===== config.mk =====
export PLATFORM = sky130hd
export DESIGN_NAME = uart_tx_sched_flat
export DESIGN_NICKNAME = d
export VERILOG_FILES = /design/src/rtl/uart_tx_sched_if.sv /design/src/rtl/uart_tx_sched.sv /design/src/flat_wrapper.sv
export SDC_FILE = /design/constraint.sdc
export NUM_CORES = 1
export LEC_CHECK = 0
export BUFFER_PORTS_ARGS = -buffer_cell sky130_fd_sc_hd__buf_2
export CORE_MARGIN = 8
export CORE_UTILIZATION = 54
export DETAILED_ROUTE_END_ITERATION = 7
export PLACE_DENSITY = 0.94
export RECOVER_POWER = 25
export SETUP_SLACK_MARGIN = 0.3
export SLEW_MARGIN = 10
export SYNTH_ARGS = -nofsm -noshare
export SYNTH_HDL_FRONTEND = slang
export SYNTH_SLANG_ARGS = --single-unit
export TNS_END_PERCENT = 10

===== constraint.sdc =====
create_clock -name clk -period 4.9 [get_ports clk]
set_clock_uncertainty 0.1 [all_clocks]
set_input_delay 0.245 -clock clk [delete_from_list [all_inputs] [get_ports clk]]
set_output_delay 0.245 -clock clk [all_outputs]
set_load 0.01 [all_outputs]

===== src/rtl/uart_tx_sched_if.sv =====
// uart_tx_sched_if: byte request handshakes for two requesters (A, B).
// master = byte producers, slave = the scheduler.
interface uart_tx_sched_if #(
    parameter int DATA_W = 8
);
    logic              a_valid;
    logic [DATA_W-1:0] a_data;
    logic              a_ready;
    logic              b_valid;
    logic [DATA_W-1:0] b_data;
    logic              b_ready;

    modport master (
        output a_valid, a_data, b_valid, b_data,
        input  a_ready, b_ready
    );

    modport slave (
        input  a_valid, a_data, b_valid, b_data,
        output a_ready, b_ready
    );
endinterface


===== src/rtl/uart_tx_sched.sv =====
// uart_tx_sched: round-robin A/B byte scheduler onto one 8N1/8N2 UART line.
// Define UART_TX_SCHED_PARITY_EN for an even-parity bit (8E1/8E2).
module uart_tx_sched #(
    parameter int DATA_W    = 8,
    parameter int STOP_BITS = 1
) (
    input  logic           clk,
    input  logic           rst,
    input  logic           baud_tick,
    uart_tx_sched_if.slave req,
    output logic           tx,
    output logic           busy,
    output logic           grant_src
);
    localparam int IW = (DATA_W > 1) ? $clog2(DATA_W) : 1;
    localparam logic [IW-1:0] LAST_BIT = IW'(DATA_W - 1);
    localparam logic LAST_STOP = 1'(STOP_BITS - 1);

    typedef enum logic [2:0] {
        IDLE,
        SYNC,
        START,
        DATA,
`ifdef UART_TX_SCHED_PARITY_EN
        PARITY,
`endif
        STOP
    } state_t;

    state_t            state;
    logic [DATA_W-1:0] shreg;
    logic [IW-1:0]     bit_idx;
    logic              stop_cnt;
    logic              prio_b;
    logic              pick_b;
    logic              a_hs;
    logic              b_hs;
`ifdef UART_TX_SCHED_PARITY_EN
    logic              par_bit;
`endif

    // B wins when alone, or when both ask and A was served last
    assign pick_b      = req.b_valid & (~req.a_valid | prio_b);
    assign req.a_ready = (state == IDLE) & ~rst & req.a_valid & ~pick_b;
    assign req.b_ready = (state == IDLE) & ~rst & pick_b;
    assign a_hs        = req.a_ready;
    assign b_hs        = req.b_ready;

    always_ff @(posedge clk) begin
        if (rst) begin
            state     <= IDLE;
            tx        <= 1'b1;
            busy      <= 1'b0;
            grant_src <= 1'b0;
            prio_b    <= 1'b0;
            bit_idx   <= '0;
            stop_cnt  <= 1'b0;
        end else begin
            unique case (state)
                IDLE: begin
                    tx <= 1'b1;
                    if (a_hs || b_hs) begin
                        shreg     <= b_hs ? req.b_data : req.a_data;
`ifdef UART_TX_SCHED_PARITY_EN
                        par_bit   <= b_hs ? ^req.b_data : ^req.a_data;
`endif
                        grant_src <= b_hs;
                        prio_b    <= ~b_hs;
                        busy      <= 1'b1;
                        state     <= SYNC;
                    end
                end
                SYNC: begin
                    if (baud_tick) begin
                        state <= START;
                        tx    <= 1'b0;
                    end
                end
                START: begin
                    if (baud_tick) begin
                        state   <= DATA;
                        bit_idx <= '0;
                        tx      <= shreg[0];
                    end
                end
                DATA: begin
                    if (baud_tick) begin
                        if (bit_idx == LAST_BIT) begin
`ifdef UART_TX_SCHED_PARITY_EN
                            state <= PARITY;
                            tx    <= par_bit;
`else
                            state <= STOP;
                            tx    <= 1'b1;
`endif
                        end else begin
                            // shreg[0] is always the bit now on the line
                            bit_idx <= bit_idx + 1'b1;
                            tx      <= shreg[1];
                            shreg   <= shreg >> 1;
                        end
                    end
                end
`ifdef UART_TX_SCHED_PARITY_EN
                PARITY: begin
                    if (baud_tick) begin
                        state <= STOP;
                        tx    <= 1'b1;
                    end
                end
`endif
                STOP: begin
                    if (baud_tick) begin
                        if (stop_cnt == LAST_STOP) begin
                            state    <= IDLE;
                            busy     <= 1'b0;
                            stop_cnt <= 1'b0;
                        end else begin
                            stop_cnt <= stop_cnt + 1'b1;
                        end
                    end
                end
                default: begin
                    state <= IDLE;
                    busy  <= 1'b0;
                    tx    <= 1'b1;
                end
            endcase
        end
    end
endmodule


===== src/flat_wrapper.sv =====
// flat-port wrapper written by rule: the top's interface ports become plain ports
module uart_tx_sched_flat 
#(
    parameter int DATA_W    = 8,
    parameter int STOP_BITS = 1
)
  (clk, rst, baud_tick, tx, busy, grant_src, req_a_valid, req_a_data, req_b_valid, req_b_data, req_a_ready, req_b_ready);
  uart_tx_sched_if #(.DATA_W(DATA_W)) req_i ();
  input  logic clk;
  input  logic rst;
  input  logic baud_tick;
  output logic tx;
  output logic busy;
  output logic grant_src;
  input wire logic [$bits(req_i.a_valid)-1:0] req_a_valid;
  input wire logic [$bits(req_i.a_data)-1:0] req_a_data;
  input wire logic [$bits(req_i.b_valid)-1:0] req_b_valid;
  input wire logic [$bits(req_i.b_data)-1:0] req_b_data;
  output wire logic [$bits(req_i.a_ready)-1:0] req_a_ready;
  output wire logic [$bits(req_i.b_ready)-1:0] req_b_ready;
  assign req_i.a_valid = req_a_valid;
  assign req_i.a_data = req_a_data;
  assign req_i.b_valid = req_b_valid;
  assign req_i.b_data = req_b_data;
  assign req_a_ready = req_i.a_ready;
  assign req_b_ready = req_i.b_ready;
  uart_tx_sched #(.DATA_W(DATA_W), .STOP_BITS(STOP_BITS)) u_core (.clk(clk), .rst(rst), .baud_tick(baud_tick), .req(req_i), .tx(tx), .busy(busy), .grant_src(grant_src));
endmodule

**Yosys cells after proc, flatten, opt, wreduce, memory -nomap -nowiden**

Cells that the tools add are included.

- Bits in registers: 19
- Output and inout port bits: 5
- Word-level logic and storage cells: 74

- $add $sub $neg: 2
- Equality and inequality tests: 13
- Multiplexer cells: 27
- Bitwise operators: 12
- Reductions and logical operators: 12

Operator list:

| kind | count |
|---|---|
| $mux 8 | 4 |
| $mux 3 | 10 |
| $pmux 8 s2 | 1 |
| $pmux 3 s5 | 1 |
| $ne 2x2->1 const B | 7 |
| $reduce_and 4->1 | 3 |
| $mux 1 | 8 |
| $reduce_and 7->1 | 1 |
| $eq 3x2->1 const B | 2 |
| $eq 3x3->1 const B | 2 |
| $not 1->1 | 6 |
| $pmux 3 s2 | 1 |
| $and 1x1->1 | 5 |
| $reduce_and 5->1 | 1 |
| $pmux 1 s4 | 1 |
| $reduce_and 2->1 | 2 |
| $reduce_bool 2->1 | 2 |
| $add 3x1->3 const B | 1 |
| $eq 3x1->1 const B | 1 |
| $logic_not 3->1 | 1 |
| $pmux 1 s3 | 1 |
| $reduce_or 3->1 | 1 |
| $ne 2x1->1 const B | 1 |
| $add 1x1->1 const B | 1 |
| other kinds (2) | 2 |

**Longest topological paths before layout**

Gate-level depths: netlist (run 1).

- Depth in word-level cells: 8
- Gate-level depth with buffers: 7

**Worst setup path after synthesis (run 1)**

OpenSTA, ideal clock, no wires.

- Kind: reg-to-reg
- Start: reg u_core.bit_idx[0]
- End: reg u_core.shreg[0], enable pin
- Library setup time: 386 ps
- Arrival time: 1,686 ps
- Required time: 4,414 ps
- Slack: 2,728 ps
- Cell stages (with the launch flop): 6
- Buffers on the path: 0
- Clock period less this slack: 2,172 ps
- Cells stage by stage: dfxtp_1 -> ha_1 -> ha_1 -> nor2b_1 -> nand3_1 -> a211oi_1

- Longest elaborated chain between the ends: 3

RTL lines:

| element | RTL line | text |
|---|---|---|
| start: declaration | uart_tx_sched.sv:32 | `logic [IW-1:0] bit_idx;` |
| start signal: assignment | uart_tx_sched.sv:98 | `bit_idx <= bit_idx + 1'b1;` |
| $eq 3x3->1 | uart_tx_sched.sv:88 | `if (bit_idx == LAST_BIT) begin` |
| $ne 2x2->1 (no line) | n/a |  |
| $reduce_and 5->1 (no line) | n/a |  |
| end signal: assignment | uart_tx_sched.sv:63 | `shreg <= b_hs ? req.b_data : req.a_data;` |
| end signal: assignment | uart_tx_sched.sv:100 | `shreg <= shreg >> 1;` |
| end: declaration | uart_tx_sched.sv:31 | `logic [DATA_W-1:0] shreg;` |

No other way between the ends.
A chain may end at the register's enable or synchronous reset.

**Final worst setup path (run 1)**

- Start: reg u_core.bit_idx[0]
- End: reg u_core.shreg[4], enable pin

The elaborated chain is that of the path after synthesis.

==> impl_metrics.json, run 1 <==
{
  "status": "complete, no violations",
  "syn_area_per_cell_sq_um": 8.68,
  "synth.cell_area_sq_um": 972,
  "fin_nets": 159,
  "synth_most_common_cell": "nand2_1",
  "critical-path-top-delay-family": "compound AO/OA/AOI/OAI gates",
  "area_growth_pct": 14.2,
  "dieArea_sq_um": 3410,
  "ys_ff_latch": 18,
  "fmax_mhz": 399,
  "clkPwrFrac_pct": 24.8,
  "r2r_end": "u_core.shreg[4]",
  "power_frac_seq_pct": 58.2,
  "synthCells": 112,
  "cp.required_ns": 4.73,
  "synth_nets": 135,
  "relSlewSlack_pct": 26.9,
  "grt.total_usage_pct": 13.2,
  "clockBufferDepth": 2,
  "ys.flop_type": "dfxtp_1",
  "io_pins": 26,
  "synth_common_cells": "nand2_1 (23), nor2_1 (17), dfxtp_1 (10), edfxtp_1 (8), a31oi_1 (7)",
  "cp_max_fo": 8,
  "ant_nets": 0,
  "clock_latency_ns": 0.30,
  "synth_edf_count": 8,
  "numClockSinks": 18,
  "cap_violations": 0,
  "synth_warnings": 0,
  "core_sq_um": 1710,
  "fin_util_pct": 65.0,
  "crit_path_cell_trace": "ha_1 > ha_1 > nor2b_1 > nand3_1 > a211oi_1",
  "synthArstFlopShare_pct": 0,
  "cts_setup_buffers": 0,
  "fin_crit_ns": 2.50,
  "htree_levels": 1,
  "p_int_mw": 0.221,
  "cpMostUsedCell": "ha_1",
  "critPathLaunchType": "flip-flop",
  "clk_pin_slew_ns": 0.10,
  "synth_area_leader_cell": "edfxtp_1",
  "hp-start": "req_b_valid",
  "finalSetupViolCount": 0,
  "post_layout_nonfiller_instances": 160,
  "cp_slowest_stage_delay_ns": 0.93,
  "hpwl_mm": 1.63,
  "n_antenna_cell": 0,
  "cts_tree": "yes",
  "worst_ir_drop_vdd_mv": 0.237,
  "yosysSeqAreaShare_pct": 45.3,
  "combPwrFrac_pct": 17.0,
  "rsz0062_at_grt": "false",
  "place_congestion": 0.906,
  "hold_buffers": 0,
  "synth_top_area_share_pct": 24.7,
  "fin_setup_tns_ns": 0,
  "seq_area_sq_um": 440,
  "cts_resized": 0,
  "place_inst": 156,
  "route.detailed.drc": 0,
  "crit_buf_inv": 0,
  "portBuffers": 25,
  "multi_input_area_sq_um": 474,
  "tightest_slew_ns": 1.09,
  "slowest_stage": "a211oi_1",
  "drive_gt1_share_pct": 22.2,
  "die_w_um": 58.4,
  "synth_area_leaders": "edfxtp_1 (25%), dfxtp_1 (21%), nand2_1 (8.9%)",
  "dpl_cell_area_sq_um": 1090,
  "hold-path-cell-count": 2,
  "start_util_pct": 56.9,
  "critPathKind": "flip-flop to flip-flop",
  "wl_per_cell_um": 13.2,
  "stdcell_area_sq_um": 1110,
  "min_to": "u_core.prio_b",
  "rr_worst_depth": 5,
  "rr_startpoint": "u_core.bit_idx[0]",
  "leakagePower_nw": 0.460,
  "grt_pass1_wl_mm": 3.53,
  "drt-pass1-iter-count": 4,
  "swShare_pct": 27.6,
  "num_vias": 852,
  "cts_buffers": 3,
  "ys_types": 33,
  "power.density_nw_per_um2": 276,
  "power.switching_mw": 0.0845,
  "placementRows": 15,
  "clock-root-buffer": "clkbuf_4",
  "fill_cells": 143,
  "r2r_slack_ns": 2.40,
  "finalHoldViolCount": 0,
  "grt_max_degree": 16,
  "via_per_inst": 5.33,
  "drt_iter0_markers": 34,
  "layout_worst_path_cycle_share_pct": 51.1,
  "slew_viol_final": 0,
  "wl_mm": 2.10,
  "dieHeight_um": 58.4,
  "grt_overflow": 0,
  "hp-class": "input port to flip-flop",
  "crit_path_end_kind": "flip-flop",
  "antenna_found_initial": 0,
  "cp_data_arrival_time_ns": 2.33,
  "grt_pass1_vias": 802
}
[cell usage in the layout, fill, tap and decap left out, types with 2 or more instances in the layout]
cell type | Yosys | layout
a31oi_1 | 7 | 7
ha_1 | 2 | 2
edfxtp_1 | 8 | 8
clkbuf_1 | 1 | 3
a22oi_1 | 2 | 2
mux2i_1 | 2 | 2
dfxtp_1 | 10 | 10
buf_2 | 3 | 22
nor4_1 | 2 | 2
o21ai_0 | 5 | 5
nand3_1 | 2 | 2
clkbuf_4 | 0 | 3
nor2_1 | 17 | 17
inv_1 | 2 | 2
a21oi_1 | 6 | 6
nand2_1 | 23 | 23
nand2b_1 | 2 | 2
[registers in the layout, indices dropped and copies added (netlist names)]
name,flops
u_core.tx,1
u_core.state,3
u_core.grant_src,1
u_core.bit_idx,3
u_core.busy,1
u_core.shreg,8
u_core.prio_b,1
[worst max path at each step]
stage | cells after the start | end | startpoint | slack (ns)
2_1_floorplan | 5 | u_core.shreg[0] | u_core.bit_idx[0] | 2.73
3_3_place_gp | 5 | u_core.shreg[4] | u_core.bit_idx[0] | 2.53
3_5_place_dp | 5 | u_core.shreg[3] | u_core.bit_idx[0] | 2.39
4_1_cts | 5 | u_core.shreg[4] | u_core.bit_idx[0] | 2.39
5_1_grt | 5 | u_core.shreg[4] | u_core.bit_idx[0] | 2.24
6_report | 5 | u_core.shreg[4] | u_core.bit_idx[0] | 2.40
[stage by stage]
step	setup WS, ns	hold WS [ns]	power [mW]
after CTS	2.39	0.133	0.307
final	2.40	0.130	0.306
after global placement	2.53	0.354	0.231
after detailed placement	2.39	0.368	0.234
after floorplan	2.73	0.246	0.216
after global routing	2.24	0.136	0.320
[per-layer routing]
layer	share of wire [%]	global-route usage, %	up-vias
met5	0	0	-
li1	-	-	443
met3	4.9	4.35	6
met4	1.7	6.29	0
met2	50	21.7	21
met1	43	15.0	382
[power groups by stage]
| stage | Combinational (mW) | Sequential (mW) | Clock [mW] |
|---|---|---|---|
| after floorplan | 0.0384 | 0.178 | 0 |
| after global placement | 0.0508 | 0.180 | 0 |
| after detailed placement | 0.0531 | 0.181 | 0 |
| after CTS | 0.0532 | 0.178 | 0.0756 |
| after global routing | 0.0584 | 0.180 | 0.0824 |
| final | 0.0520 | 0.178 | 0.0758 |
[layout make-up]
class,instances,share of cell area (%)
clock buffers,3,2.03
clock inverters,1,0.338
inverters,3,1.47
multi-input cells,85,42.7
flip-flops and latches,18,39.7
well taps,25,2.82
repair buffers,25,10.9
[worst register-to-register path, delay by kind of cell, from the launching register on]
| family | cells | cell delay, ns |
|---|---|---|
| and+or+nand+nor | 2 | 0.31 |
| AOI/OAI and AO/OA | 1 | 0.93 |
| adders and majority gates | 2 | 0.45 |
| DFF | 1 | 0.34 |
[logic make-up (layout without fill, tap and decap cells)]
| group | count (synthesis) | count (layout) | share of synthesized area [%] |
|---|---|---|---|
| AO/OA/AOI/OAI | 25 | 25 | 15.6 |
| buffers and inverters | 9 | 32 | 5.92 |
| AND/OR/NAND/NOR | 56 | 56 | 28.6 |
| flip-flops | 18 | 18 | 45.3 |
| adder cells (fa/ha/maj) | 2 | 2 | 2.57 |
| multiplexers | 2 | 2 | 2.06 |
Power figures use the tool's default switching activity.
==> inputs of run 2 (changes only) <==
CORE_UTILIZATION = 46   (was 54)
PLACE_DENSITY = 0.86   (was 0.94)
clock period = 2.3 ns   (was 4.9 ns; I/O delays follow)
==> run 2 against run 1 <==
Against the previous run: worst setup slack worse by 2.0 ns; sequential power up 110%; sequential share of layout area is 0.79 points lower; hold slack worse by 0.091 ns; critical path depth grew 1; maximum frequency is 32% higher; clock-buffer cell count up 1.
==> impl_metrics.json, run 2 (same netlist as run 1, synthesis figures left out) <==
{
  "status": "complete, no violations",
  "largest_reg_flops": 8,
  "multi_input_area_sq_um": 479,
  "largestRegisters": "u_core.shreg (8), u_core.bit_idx (3), u_core.state (3)",
  "grt_pass1_vias": 861,
  "grt_overflow": 0,
  "regMostFlops": "u_core.shreg",
  "portBuffers": 25,
  "htree_levels": 1,
  "slew_viol_final": 0,
  "clk_pin_slew_ns": 0.10,
  "fin_crit_ns": 1.90,
  "hold-path-cell-count": 2,
  "r2r_slack_ns": 0.40,
  "route.detailed.drc": 0,
  "layout_worst_path_cycle_share_pct": 82.7,
  "power.density_nw_per_um2": 580,
  "seq_area_sq_um": 440,
  "hold_buffers": 0,
  "finalSetupViolCount": 0,
  "worst_ir_drop_vdd_mv": 0.326,
  "grt_max_degree": 16,
  "wl_mm": 2.20,
  "rr_worst_depth": 6,
  "area_growth_pct": 16.5,
  "fill_cells": 180,
  "drive_gt1_share_pct": 24.1,
  "start_util_pct": 49.1,
  "drt_iter0_markers": 22,
  "tightest_slew_ns": 0.465,
  "finalHoldViolCount": 0,
  "min_to": "u_core.prio_b",
  "grt_pass1_wl_mm": 3.59,
  "ant_nets": 0,
  "placementRows": 16,
  "crit_path_end_kind": "flip-flop",
  "cts_buffers": 3,
  "final_common_cell": "nand2_1",
  "antenna_found_initial": 0,
  "cp.required_ns": 2.20,
  "critPathLaunchType": "flip-flop",
  "numClockSinks": 18,
  "fmax_mhz": 526,
  "n_antenna_cell": 0,
  "grt.total_usage_pct": 12.3,
  "via_per_inst": 5.45,
  "hp-start": "req_b_valid",
  "cts_tree": "yes",
  "wl_per_cell_um": 13.4,
  "critPathKind": "flip-flop to flip-flop",
  "hp-class": "input port to flip-flop",
  "clock_latency_ns": 0.28,
  "fin_setup_tns_ns": 0,
  "rr_startpoint": "u_core.bit_idx[0]",
  "drt-pass1-iter-count": 4,
  "startpoint": "u_core.bit_idx[0]",
  "rsz0062_at_grt": "false",
  "relSlewSlack_pct": 68.9,
  "fin_nets": 161,
  "dieHeight_um": 62.0,
  "cap_violations": 0,
  "num_vias": 893,
  "core_sq_um": 1980,
  "clockBufferDepth": 2,
  "io_pins": 26,
  "clock-root-buffer": "clkbuf_4",
  "cp_max_fo": 8,
  "hpwl_mm": 1.71,
  "fin_util_pct": 57.1,
  "dieArea_sq_um": 3840,
  "place_congestion": 0.802,
  "leakagePower_nw": 0.471,
  "r2r_end": "u_core.shreg[6]",
  "cp_data_arrival_time_ns": 1.81,
  "die_w_um": 62.0,
  "final_cell_mix": "nand2_1 (23), buf_2 (22), nor2_1 (17), dfxtp_1 (10), edfxtp_1 (8)"
}
==> run 2: changes by cell type in the layout (fill, tap and decap cells not counted) <==
| cell | before | now |
|---|---|---|
| clkinv_1 | 1 | 0 |
| buf_4 | 0 | 2 |
| clkbuf_1 | 3 | 4 |
| a211oi_1 | 1 | 0 |
| a211oi_2 | 0 | 1 |
==> run 2: how the worst max path moves through the flow <==
| stage | end | slack, ns | cells after the start |
|---|---|---|---|
| after global placement | u_core.shreg[5] | 0.49 | 6 |
| final | u_core.shreg[6] | 0.40 | 6 |
| after CTS | req_b_ready | 0.36 | 4 |
| after detailed placement | u_core.shreg[7] | 0.43 | 6 |
| after floorplan | u_core.shreg[0] | 0.38 | 5 |
| after global routing | u_core.shreg[6] | 0.35 | 6 |
==> run 2: per-stage QoR <==
stage	power (mW)	instance area [sq um]	hold slack [ns]	instances	setup WS [ns]
floorplan	0.462	977	0.116	112	0.380
global placement	0.495	1100	0.318	159	0.490
detailed placement	0.503	1100	0.337	159	0.431
CTS	0.657	1130	0.0257	163	0.359
global route	0.690	1130	0.0438	164	0.353
finish	0.657	1130	0.0391	164	0.398
==> run 2: metal layers <==
layer  part of all wire, %  vias up  track usage [%]
met5                     0        -                0
li1                      -      448                -
met2                    53       25             22.0
met4                   1.3        0             5.84
met1                    40      416             13.4
met3                   4.7        4             2.47
==> run 2: area by class of cell <==
type                       instances  area share (%)
timing repair buffer              27            12.0
tap                               27            2.98
inverter                           3            1.44
multi-input combinational         85            42.3
clock buffer                       4            2.32
sequential                        18            38.9
==> run 2: power breakdown <==
part	internal [mW]	switching (mW)	total [mW]	leakage [nW]
Combinational	0.0528	0.0634	0.116	0.299
Clock	0.0673	0.0941	0.161	0.0150
Sequential	0.360	0.0198	0.379	0.157
Total	0.480	0.177	0.657	0.471
==> run 2: repair_timing <==
item                                    4_1_cts  5_1_grt
hold endpoints to repair                      0        0
resized for setup                             0        0
buffers inserted                              0        1
endpoints found under the setup margin        0        1
==> run 2: critical path, stage by stage (launching register included) <==
cell      delay (ns)
dfxtp_1         0.34
ha_1            0.21
ha_1            0.25
nor2b_1         0.17
nand3_1         0.11
a211oi_2        0.24
buf_4           0.20
